$ cat src/rtl/em_stage_if.sv
// Data-memory req/ack bus between the execute/memory stage and data memory.
interface em_stage_if #(
   parameter int ADDR_W = 8
);
   logic              dmem_req;
   logic              dmem_we;
   logic [ADDR_W-1:0] dmem_addr;
   logic [9:0]        dmem_wdata;
   logic [9:0]        dmem_rdata;
   logic              dmem_ack;

   modport master (
      output dmem_req, dmem_we, dmem_addr, dmem_wdata,
      input  dmem_rdata, dmem_ack
   );

   modport slave (
      input  dmem_req, dmem_we, dmem_addr, dmem_wdata,
      output dmem_rdata, dmem_ack
   );
endinterface

$ cat src/rtl/em_stage.sv
// Execute/memory stage: 10-bit ALU, req/ack load/store with timeout abort,
// and a registered register-file write-back port.
module em_stage #(
   parameter int ADDR_W  = 8,
   parameter int TIMEOUT = 15
) (
   input  logic       clk,
   input  logic       reset,
   input  logic [2:0] gp_rdata1_address,
   input  logic [2:0] gp_rdata2_address,
   input  logic [9:0] aluA,
   input  logic [9:0] aluB,
   input  logic [2:0] alu_ctrl,
   input  logic       gp_reg_wb,
   input  logic       mem_we,
   input  logic       mem_re,
   input  logic [9:0] store_data,
   em_stage_if.master dmem,
   output logic       stall,
   output logic       wb_en,
   output logic [2:0] wb_addr,
   output logic [9:0] wb_data,
   output logic [2:0] fwd_src,
   output logic       bus_err
);
   localparam int CNT_W = (TIMEOUT > 2) ? $clog2(TIMEOUT) : 1;
   localparam logic [CNT_W-1:0] CNT_LAST = CNT_W'(TIMEOUT - 1);

   typedef enum logic {IDLE = 1'b0, MEM_WAIT = 1'b1} state_t;

   function automatic logic [9:0] alu_f(input logic [9:0] a, input logic [9:0] b,
                                        input logic [2:0] op);
      logic [9:0] r;
      case (op)
         3'b000:  r = a + b;
         3'b001:  r = a - b;
         3'b010:  r = a & b;
         3'b011:  r = a | b;
         3'b100:  r = a ^ b;
         3'b101:  r = (b[3:0] >= 4'd10) ? 10'd0 : (a << b[3:0]);
         3'b110:  r = (b[3:0] >= 4'd10) ? 10'd0 : (a >> b[3:0]);
         3'b111:  r = {9'd0, ($signed(a) < $signed(b))};
         default: r = 10'd0;
      endcase
      return r;
   endfunction

   state_t            state_r, state_s;
   logic [CNT_W-1:0]  cnt_r, cnt_s;
   logic              req_r, req_s, we_r, we_s, stall_r, stall_s;
   logic [ADDR_W-1:0] addr_r, addr_s;
   logic [9:0]        wdata_r, wdata_s, wb_data_r, wb_data_s;
   logic              wb_en_r, wb_en_s, bus_err_r, bus_err_s;
   logic [2:0]        wb_addr_r, wb_addr_s, fwd_r, fwd_s;
   logic              lat_wb_r, lat_wb_s;
   logic [2:0]        lat_dest_r, lat_dest_s;
   logic [9:0]        alu_s;

   assign alu_s = alu_f(aluA, aluB, alu_ctrl);

   // Next-state and next-output logic; held values by default, strobes default low.
   always_comb begin
      state_s    = state_r;
      cnt_s      = cnt_r;
      req_s      = req_r;
      we_s       = we_r;
      stall_s    = stall_r;
      addr_s     = addr_r;
      wdata_s    = wdata_r;
      wb_en_s    = 1'b0;
      wb_addr_s  = wb_addr_r;
      wb_data_s  = wb_data_r;
      fwd_s      = fwd_r;
      bus_err_s  = 1'b0;
      lat_wb_s   = lat_wb_r;
      lat_dest_s = lat_dest_r;
      case (state_r)
         IDLE: begin
            fwd_s = gp_rdata1_address;
            if (mem_we || mem_re) begin
               state_s    = MEM_WAIT;
               req_s      = 1'b1;
               stall_s    = 1'b1;
               cnt_s      = '0;
               we_s       = mem_we;
               addr_s     = alu_s[ADDR_W-1:0];
               wdata_s    = store_data;
               lat_wb_s   = gp_reg_wb & ~mem_we;
               lat_dest_s = gp_rdata2_address;
            end else begin
               wb_en_s   = gp_reg_wb;
               wb_addr_s = gp_rdata2_address;
               wb_data_s = alu_s;
            end
         end
         MEM_WAIT: begin
            // Ack takes precedence over the timeout on the same edge.
            if (dmem.dmem_ack) begin
               state_s = IDLE;
               req_s   = 1'b0;
               stall_s = 1'b0;
               if (lat_wb_r) begin
                  wb_en_s   = 1'b1;
                  wb_addr_s = lat_dest_r;
                  wb_data_s = dmem.dmem_rdata;
               end else begin
                  wb_en_s = 1'b0;
               end
            end else if (cnt_r == CNT_LAST) begin
               state_s   = IDLE;
               req_s     = 1'b0;
               stall_s   = 1'b0;
               bus_err_s = 1'b1;
            end else begin
               cnt_s = cnt_r + {{(CNT_W-1){1'b0}}, 1'b1};
            end
         end
         default: begin
            state_s = IDLE;
            req_s   = 1'b0;
            stall_s = 1'b0;
         end
      endcase
   end

   // State and output registers.
   always_ff @(posedge clk or negedge reset) begin
      if (!reset) begin
         state_r    <= IDLE;
         cnt_r      <= '0;
         req_r      <= 1'b0;
         we_r       <= 1'b0;
         stall_r    <= 1'b0;
         addr_r     <= '0;
         wdata_r    <= 10'd0;
         wb_en_r    <= 1'b0;
         wb_addr_r  <= 3'd0;
         wb_data_r  <= 10'd0;
         fwd_r      <= 3'd0;
         bus_err_r  <= 1'b0;
         lat_wb_r   <= 1'b0;
         lat_dest_r <= 3'd0;
      end else begin
         state_r    <= state_s;
         cnt_r      <= cnt_s;
         req_r      <= req_s;
         we_r       <= we_s;
         stall_r    <= stall_s;
         addr_r     <= addr_s;
         wdata_r    <= wdata_s;
         wb_en_r    <= wb_en_s;
         wb_addr_r  <= wb_addr_s;
         wb_data_r  <= wb_data_s;
         fwd_r      <= fwd_s;
         bus_err_r  <= bus_err_s;
         lat_wb_r   <= lat_wb_s;
         lat_dest_r <= lat_dest_s;
      end
   end

   assign dmem.dmem_req   = req_r;
   assign dmem.dmem_we    = we_r;
   assign dmem.dmem_addr  = addr_r;
   assign dmem.dmem_wdata = wdata_r;
   assign stall           = stall_r;
   assign wb_en           = wb_en_r;
   assign wb_addr         = wb_addr_r;
   assign wb_data         = wb_data_r;
   assign fwd_src         = fwd_r;
   assign bus_err         = bus_err_r;
endmodule

$ cat src/flat_wrapper.sv
// flat-port wrapper written by rule: the top's interface ports become plain ports
module em_stage_flat 
#(
   parameter int ADDR_W  = 8,
   parameter int TIMEOUT = 15
)
  (clk, reset, gp_rdata1_address, gp_rdata2_address, aluA, aluB, alu_ctrl, gp_reg_wb, mem_we, mem_re, store_data, stall, wb_en, wb_addr, wb_data, fwd_src, bus_err, dmem_dmem_req, dmem_dmem_we, dmem_dmem_addr, dmem_dmem_wdata, dmem_dmem_rdata, dmem_dmem_ack);
  em_stage_if #(.ADDR_W(ADDR_W)) dmem_i ();
  input  logic clk;
  input  logic reset;
  input  logic [2:0] gp_rdata1_address;
  input  logic [2:0] gp_rdata2_address;
  input  logic [9:0] aluA;
  input  logic [9:0] aluB;
  input  logic [2:0] alu_ctrl;
  input  logic gp_reg_wb;
  input  logic mem_we;
  input  logic mem_re;
  input  logic [9:0] store_data;
  output logic stall;
  output logic wb_en;
  output logic [2:0] wb_addr;
  output logic [9:0] wb_data;
  output logic [2:0] fwd_src;
  output logic bus_err;
  output wire logic [$bits(dmem_i.dmem_req)-1:0] dmem_dmem_req;
  output wire logic [$bits(dmem_i.dmem_we)-1:0] dmem_dmem_we;
  output wire logic [$bits(dmem_i.dmem_addr)-1:0] dmem_dmem_addr;
  output wire logic [$bits(dmem_i.dmem_wdata)-1:0] dmem_dmem_wdata;
  input wire logic [$bits(dmem_i.dmem_rdata)-1:0] dmem_dmem_rdata;
  input wire logic [$bits(dmem_i.dmem_ack)-1:0] dmem_dmem_ack;
  assign dmem_dmem_req = dmem_i.dmem_req;
  assign dmem_dmem_we = dmem_i.dmem_we;
  assign dmem_dmem_addr = dmem_i.dmem_addr;
  assign dmem_dmem_wdata = dmem_i.dmem_wdata;
  assign dmem_i.dmem_rdata = dmem_dmem_rdata;
  assign dmem_i.dmem_ack = dmem_dmem_ack;
  em_stage #(.ADDR_W(ADDR_W), .TIMEOUT(TIMEOUT)) u_core (.clk(clk), .reset(reset), .gp_rdata1_address(gp_rdata1_address), .gp_rdata2_address(gp_rdata2_address), .aluA(aluA), .aluB(aluB), .alu_ctrl(alu_ctrl), .gp_reg_wb(gp_reg_wb), .mem_we(mem_we), .mem_re(mem_re), .store_data(store_data), .dmem(dmem_i), .stall(stall), .wb_en(wb_en), .wb_addr(wb_addr), .wb_data(wb_data), .fwd_src(fwd_src), .bus_err(bus_err));
endmodule
$ cat config.mk
export PLATFORM = sky130hd
export DESIGN_NAME = em_stage_flat
export DESIGN_NICKNAME = d
export VERILOG_FILES = /design/src/rtl/em_stage_if.sv /design/src/rtl/em_stage.sv /design/src/flat_wrapper.sv
export SDC_FILE = /design/constraint.sdc
export NUM_CORES = 1
export LEC_CHECK = 0
export CORE_MARGIN = 4
export CORE_UTILIZATION = 30
export CTS_BUF_LIST = sky130_fd_sc_hd__clkbuf_8 sky130_fd_sc_hd__clkbuf_16
export DETAILED_ROUTE_END_ITERATION = 7
export PLACE_DENSITY = 0.51
export SLEW_MARGIN = 40
export SYNTH_ARGS = -nofsm -noshare
export SYNTH_HDL_FRONTEND = slang
export SYNTH_SLANG_ARGS = --single-unit
$ cat constraint.sdc
create_clock -name clk -period 2.3 [get_ports clk]
set_clock_uncertainty 0.2 [all_clocks]
set_input_delay 0.69 -clock clk [delete_from_list [all_inputs] [get_ports clk]]
set_output_delay 0.69 -clock clk [all_outputs]
set_load 0.005 [all_outputs]
**After elaboration in Yosys (flattened, before gate mapping)**

Cells that the tools add are included.

- Register bits after elaboration: 47
- Input bits: 55
- Output and inout port bits: 39
- Logic and storage cells: 77

- $add $sub $neg: 3
- $lt $le $gt $ge: 2
- Eq/ne operators: 15
- Shift operators: 2
- Mux-type cells: 30
- Bitwise logic cells: 6
- Reduce and logical (&&, ||, !) cells: 6

Operator list:

| kind | number |
|---|---|
| one-hot mux 10 bit (8 select lines) | 1 |
| two-way mux 10 bit | 5 |
| one-hot mux 10 bit (2 select lines) | 1 |
| equality test 3 bit (second input constant) | 4 |
| two-way mux 1 bit | 12 |
| two-way mux 4 bit | 3 |
| adder 10 bit | 1 |
| bitwise AND 10 bit | 1 |
| < comparator 10 bit | 1 |
| != test 2 bit (second input constant) | 5 |
| bitwise OR 10 bit | 1 |
| << shifter 10 x 4 -> 10 bit | 1 |
| >> shifter 10 x 4 -> 10 bit | 1 |
| subtractor 10 bit | 1 |
| XOR 10 bit | 1 |
| two-way mux 3 bit | 3 |
| one-hot mux 4 bit (2 select lines) | 1 |
| equality test 3 x 2 -> 1 bit (second input constant) | 2 |
| one-hot mux 1 bit (2 select lines) | 3 |
| one-hot mux 3 bit (2 select lines) | 1 |
| AND reduction 3 bit | 2 |
| adder 4 x 1 -> 4 bit (second input constant) | 1 |
| equality test 4 bit (second input constant) | 1 |
| greater-or-equal comparator 4 bit (second input constant) | 1 |
| other kinds (8) | 10 |

**Depth between registers and ports, before layout**

- Word-level depth: 5
- Mapped depth: 11
- Mapped depth without buffers: 10

**Worst setup path after synthesis**

Ideal clock, no wire load.

- Path type: input port to flip-flop
- Start: input port aluB[1]
- End: register u_core.wb_data_r[7] (netlist: u_core.wb_data[7])
- Library setup time: 0.130 ns
- Arrival time: 2.750 ns
- Data required time: 1.970 ns
- Path slack: -0.780 ns
- Stages on the path: 11
- Buffers on the path: 3
- Cell sequence: buf_4 > buf_4 > buf_4 > inv_1 > ha_1 > a211oi_1 > nor2_1 > o31ai_1 > xnor2_1 > a2111oi_2 > o21ai_1

- Longest elaborated chain between the ends: 5
- Elaborated cells between the ends (all ways): 10
- Those cells by class: add/sub (2); order compare (1); shift (2); mux (5)

Ends and longest elaborated chain:

| item | line | text |
|---|---|---|
| start, declared | flat_wrapper.sv:14 | `input logic [9:0] aluB;` |
| parallel branches: the longest is 2 deep, another holds subtractor 10 bit | - |  |
| one-hot mux 10 bit (8 select lines) (*) | em_stage.sv:34 | `case (op)` |
| two-way mux 10 bit (*) | em_stage.sv:80 | `if (mem_we \|\| mem_re) begin` |
| one-hot mux 10 bit (2 select lines) (*) | em_stage.sv:77 | `case (state_r)` |
| end signal, assigned | em_stage.sv:153 | `wb_data_r <= wb_data_s;` |
| end, declared | em_stage.sv:52 | `logic [9:0] wdata_r, wdata_s, wb_data_r, wb_data_s;` |

Mark *: on every way between the ends. The select of a mux whose other input is x is not followed.
A chain may end at the register's enable or synchronous reset.

**Final worst setup path**

- Start: input port aluA[0]
- End: register u_core.addr_r[0] (netlist: u_core.dmem.dmem_addr[0])

- Longest elaborated chain between the ends: 3
- Elaborated cells between the ends (all ways): 11
- Those cells by class: add/sub (2); order compare (1); shift (2); mux (3); bitwise (3)

Ends and longest elaborated chain:

| item | line | text |
|---|---|---|
| start, declared | flat_wrapper.sv:13 | `input logic [9:0] aluA;` |
| parallel branches: the longest is 2 deep, another holds subtractor 10 bit | - |  |
| one-hot mux 10 bit (8 select lines) (*) | em_stage.sv:34 |  |
| end signal, assigned | em_stage.sv:149 | `addr_r <= addr_s;` |
| end, declared | em_stage.sv:51 | `logic [ADDR_W-1:0] addr_r, addr_s;` |

Mark *: on every way between the ends.

==> results.ini <==
[status]
status = complete, but fails checks
violations = setup timing

[synth]
syn_avg_cell_area_um2 = 8.41
async_reset_ff_frac = 1.00
synth_edf_count = 0
synth_top_area_frac = 0.273
yosys_warnings = 0
synth_cell_types = 70
yosysTopAreaCell = dfrtp_1
synth.ff_latch_count = 47
synth_flop_cell = dfrtp_1
ys_top_cells_by_count = nand2_1 (74), dfrtp_1 (47), nor2_1 (35)
synth_area_leaders = dfrtp_1 (27%), ha_1 (9.6%), mux4_2 (6.8%)
ys_seq_area_frac = 0.273
syn_area_um2 = 4310
syn_inst = 512
syn_nets = 602
synth.most_common_cell = nand2_1

[min_path]
hp-class = input pin to async pin

[route]
final_antenna_net_count = 0
wl_um = 16900
post_drt_via_cell_ratio = 5.26
detail_route.wl_per_cell_um = 18.1
drc_errors = 0
first_pass_iters = 7
vias = 4913
drt_iter0_drc = 167

[critical_path]
crit_required_ns = 2.30
critPathLaunchType = input pin
cp_top_family = compound AO/OA/AOI/OAI gates
crit_path_max_fanout = 4
critPathMostFrequentCell = buf_6
critical_path.max_stage_delay_ns = 0.36
criticalPathCategory = input pin to flop
cp_num_buf_inv = 4
crit_path_end_kind = flop
cp_cell_sequence = buf_6 -> buf_6 -> inv_4 -> ha_4 -> inv_2 -> fa_2 -> nand2b_4 -> a211oi_4 -> o21a_2 -> nor3b_4 -> nor3_2 -> o31ai_1
worstPathArrival_ns = 2.40
critPathSlowestCell = fa_2

[global_route]
gr-total-overflow = 0
antenna_found_initial = 0
grt_max_degree = 48
grt_pass1_vias = 5022
grt_use_met3 = 0.0267
grt_pass1_wl_um = 26400
grt_usage = 0.200
met1_usage = 0.260
top_usage_layer = met2
use_met2 = 0.348

[final_layout]
syn2layout_area_growth_pct = 79.3
drive_above_1_share = 0.466
finish.utilization = 0.552
antenna_cells = 0
nNetsFinal = 843

[die]
die_h_um = 128
core_area_um2 = 14000
rows = 43
start_util = 0.308
die_area_um2 = 16300
die_width_um = 128
io_pins = 94

[pwr]
power_density_nw_per_um2 = 585
vdd_ir_drop_max_mv = 0.297
cellLeakagePower_nw = 3.32

[sta]
setup_ws_ns = -0.0965
drv_slew = 0
min_period_ns = 2.40
tns_ns = -0.624
hold_violations = 0
setup_viol = 15
worst_pin_slew_ns = 0.522
slew_headroom = 0.648
fmax_mhz = 417
rsz0062_at_grt = true
timing.final.crit_share = 1.04

[placement]
hpwlAfterDp_um = 12700
place.port_buffers = 93
gp_congestion = 0.961

[clock_tree]
h-tree-depth = 2
insertion_delay_ns = 0.29
cts.sinks = 47
numCtsBuffers = 5
clk_pin_slew_ns = 0.06
cts_root_buffer = clkbuf_16
clock_path_buffers = 2
cts_tree = done

[flow_run]
drv_cap = 0

## metrics by stage
step	hold WS (ns)	worst slack, ns	power, mW	instance area, um^2	instances
detailed placement	0.263	-0.991	3.35	6450	891
floorplan	0.194	-0.340	2.16	4440	512
CTS	0.186	-0.144	4.48	7450	925
global route	0.198	-0.194	4.81	7720	934
finish	0.169	-0.0965	4.52	7720	934
global placement	0.258	-0.952	3.32	6450	891
## routing by layer
layer / wire length [um] / share of wire
met2: 8300 / 0.49
met4: 386 / 0.023
met1: 7310 / 0.43
met3: 887 / 0.053
met5: 0 / 0
## placed cells by master, fill, tap and decap left out, types with 6 or more instances in the layout
cell             instances
buf_4                  137
nor3_1                   6
mux4_2                  13
buf_2                   10
ha_1                    11
mux2i_1                  8
buf_6                   31
clkdlybuf4s50_1         69
o21a_1                   6
o21ai_1                  9
o21ai_0                 19
nand3_1                 18
nand2_1                 72
inv_2                   16
ha_4                    17
dfrtp_1                 47
a21oi_2                 10
inv_1                   15
nor2_2                   6
a21oi_1                 17
nand3b_1                 6
nand2b_1                 8
nor2_1                  28
## state kept, by name, summed over array words and instances, names as in the netlist
| signal | flops |
|---|---|
| u_core.bus_err | 1 |
| u_core.cnt_r | 4 |
| u_core.dmem.dmem_addr | 8 |
| u_core.dmem.dmem_req | 1 |
| u_core.dmem.dmem_wdata | 10 |
| u_core.dmem.dmem_we | 1 |
| u_core.fwd_src | 3 |
| u_core.lat_dest_r | 3 |
| u_core.lat_wb_r | 1 |
| u_core.state_r | 1 |
| u_core.wb_addr | 3 |
| u_core.wb_data | 10 |
| u_core.wb_en | 1 |
## cell families after synthesis
logic type | synth area share
AND/OR/NAND/NOR | 0.227
XOR/XNOR | 0.0163
AO/OA/AOI/OAI | 0.200
buffers and inverters | 0.0685
adder cells (fa/ha/maj) | 0.107
flip-flops | 0.273
multiplexers | 0.109
## power breakdown
part / total [mW] / switching, mW / internal (mW) / leakage (nW)
sequential: 1.30 / 0.182 / 1.12 / 0.580
combinational: 2.30 / 1.01 / 1.29 / 2.64
clock: 0.918 / 0.299 / 0.618 / 0.0952
total: 4.52 / 1.49 / 3.03 / 3.32
## cell type report
| cell class | count | area (um^2) |
|---|---|---|
| Sequential cell | 47 | 1180 |
| Timing Repair Buffer | 264 | 2350 |
| Clock inverter | 3 | 63.8 |
| Clock buffer | 5 | 125 |
| Multi-Input combinational cell | 399 | 3620 |
| Fill cell | 1262 | 6260 |
| Tap cell | 180 | 225 |
| Inverter | 36 | 160 |
## timing repair
action                     in CTS  in global routing
cloned                          3                  0
setup buffers                  23                  9
setup endpoints to repair      18                 18
hold buffers                    0                  0
pin swaps                      61                 50
gates resized for setup       219                 53
## worst paths after layout
kind	start	to	slack (ns)	cells after the start
setup / recovery	aluA[0]	u_core.dmem.dmem_addr[0]$_DFFE_PN0P_	-0.1	12
hold / removal	reset	u_core.dmem.dmem_wdata[9]$_DFFE_PN0P_	0.17	2
setup reg to reg	u_core.state_r$_DFF_PN0_	u_core.wb_addr[0]$_DFFE_PN0P_	0.51	7
hold reg to reg	u_core.lat_dest_r[0]$_DFFE_PN0P_	u_core.lat_dest_r[0]$_DFFE_PN0P_	0.28	2
max in group asynchronous	reset	u_core.dmem.dmem_wdata[8]$_DFFE_PN0P_	1.49	2
min in group clk	u_core.lat_dest_r[0]$_DFFE_PN0P_	u_core.lat_dest_r[0]$_DFFE_PN0P_	0.28	2
No activity file was read; power rests on OpenSTA's default activity.
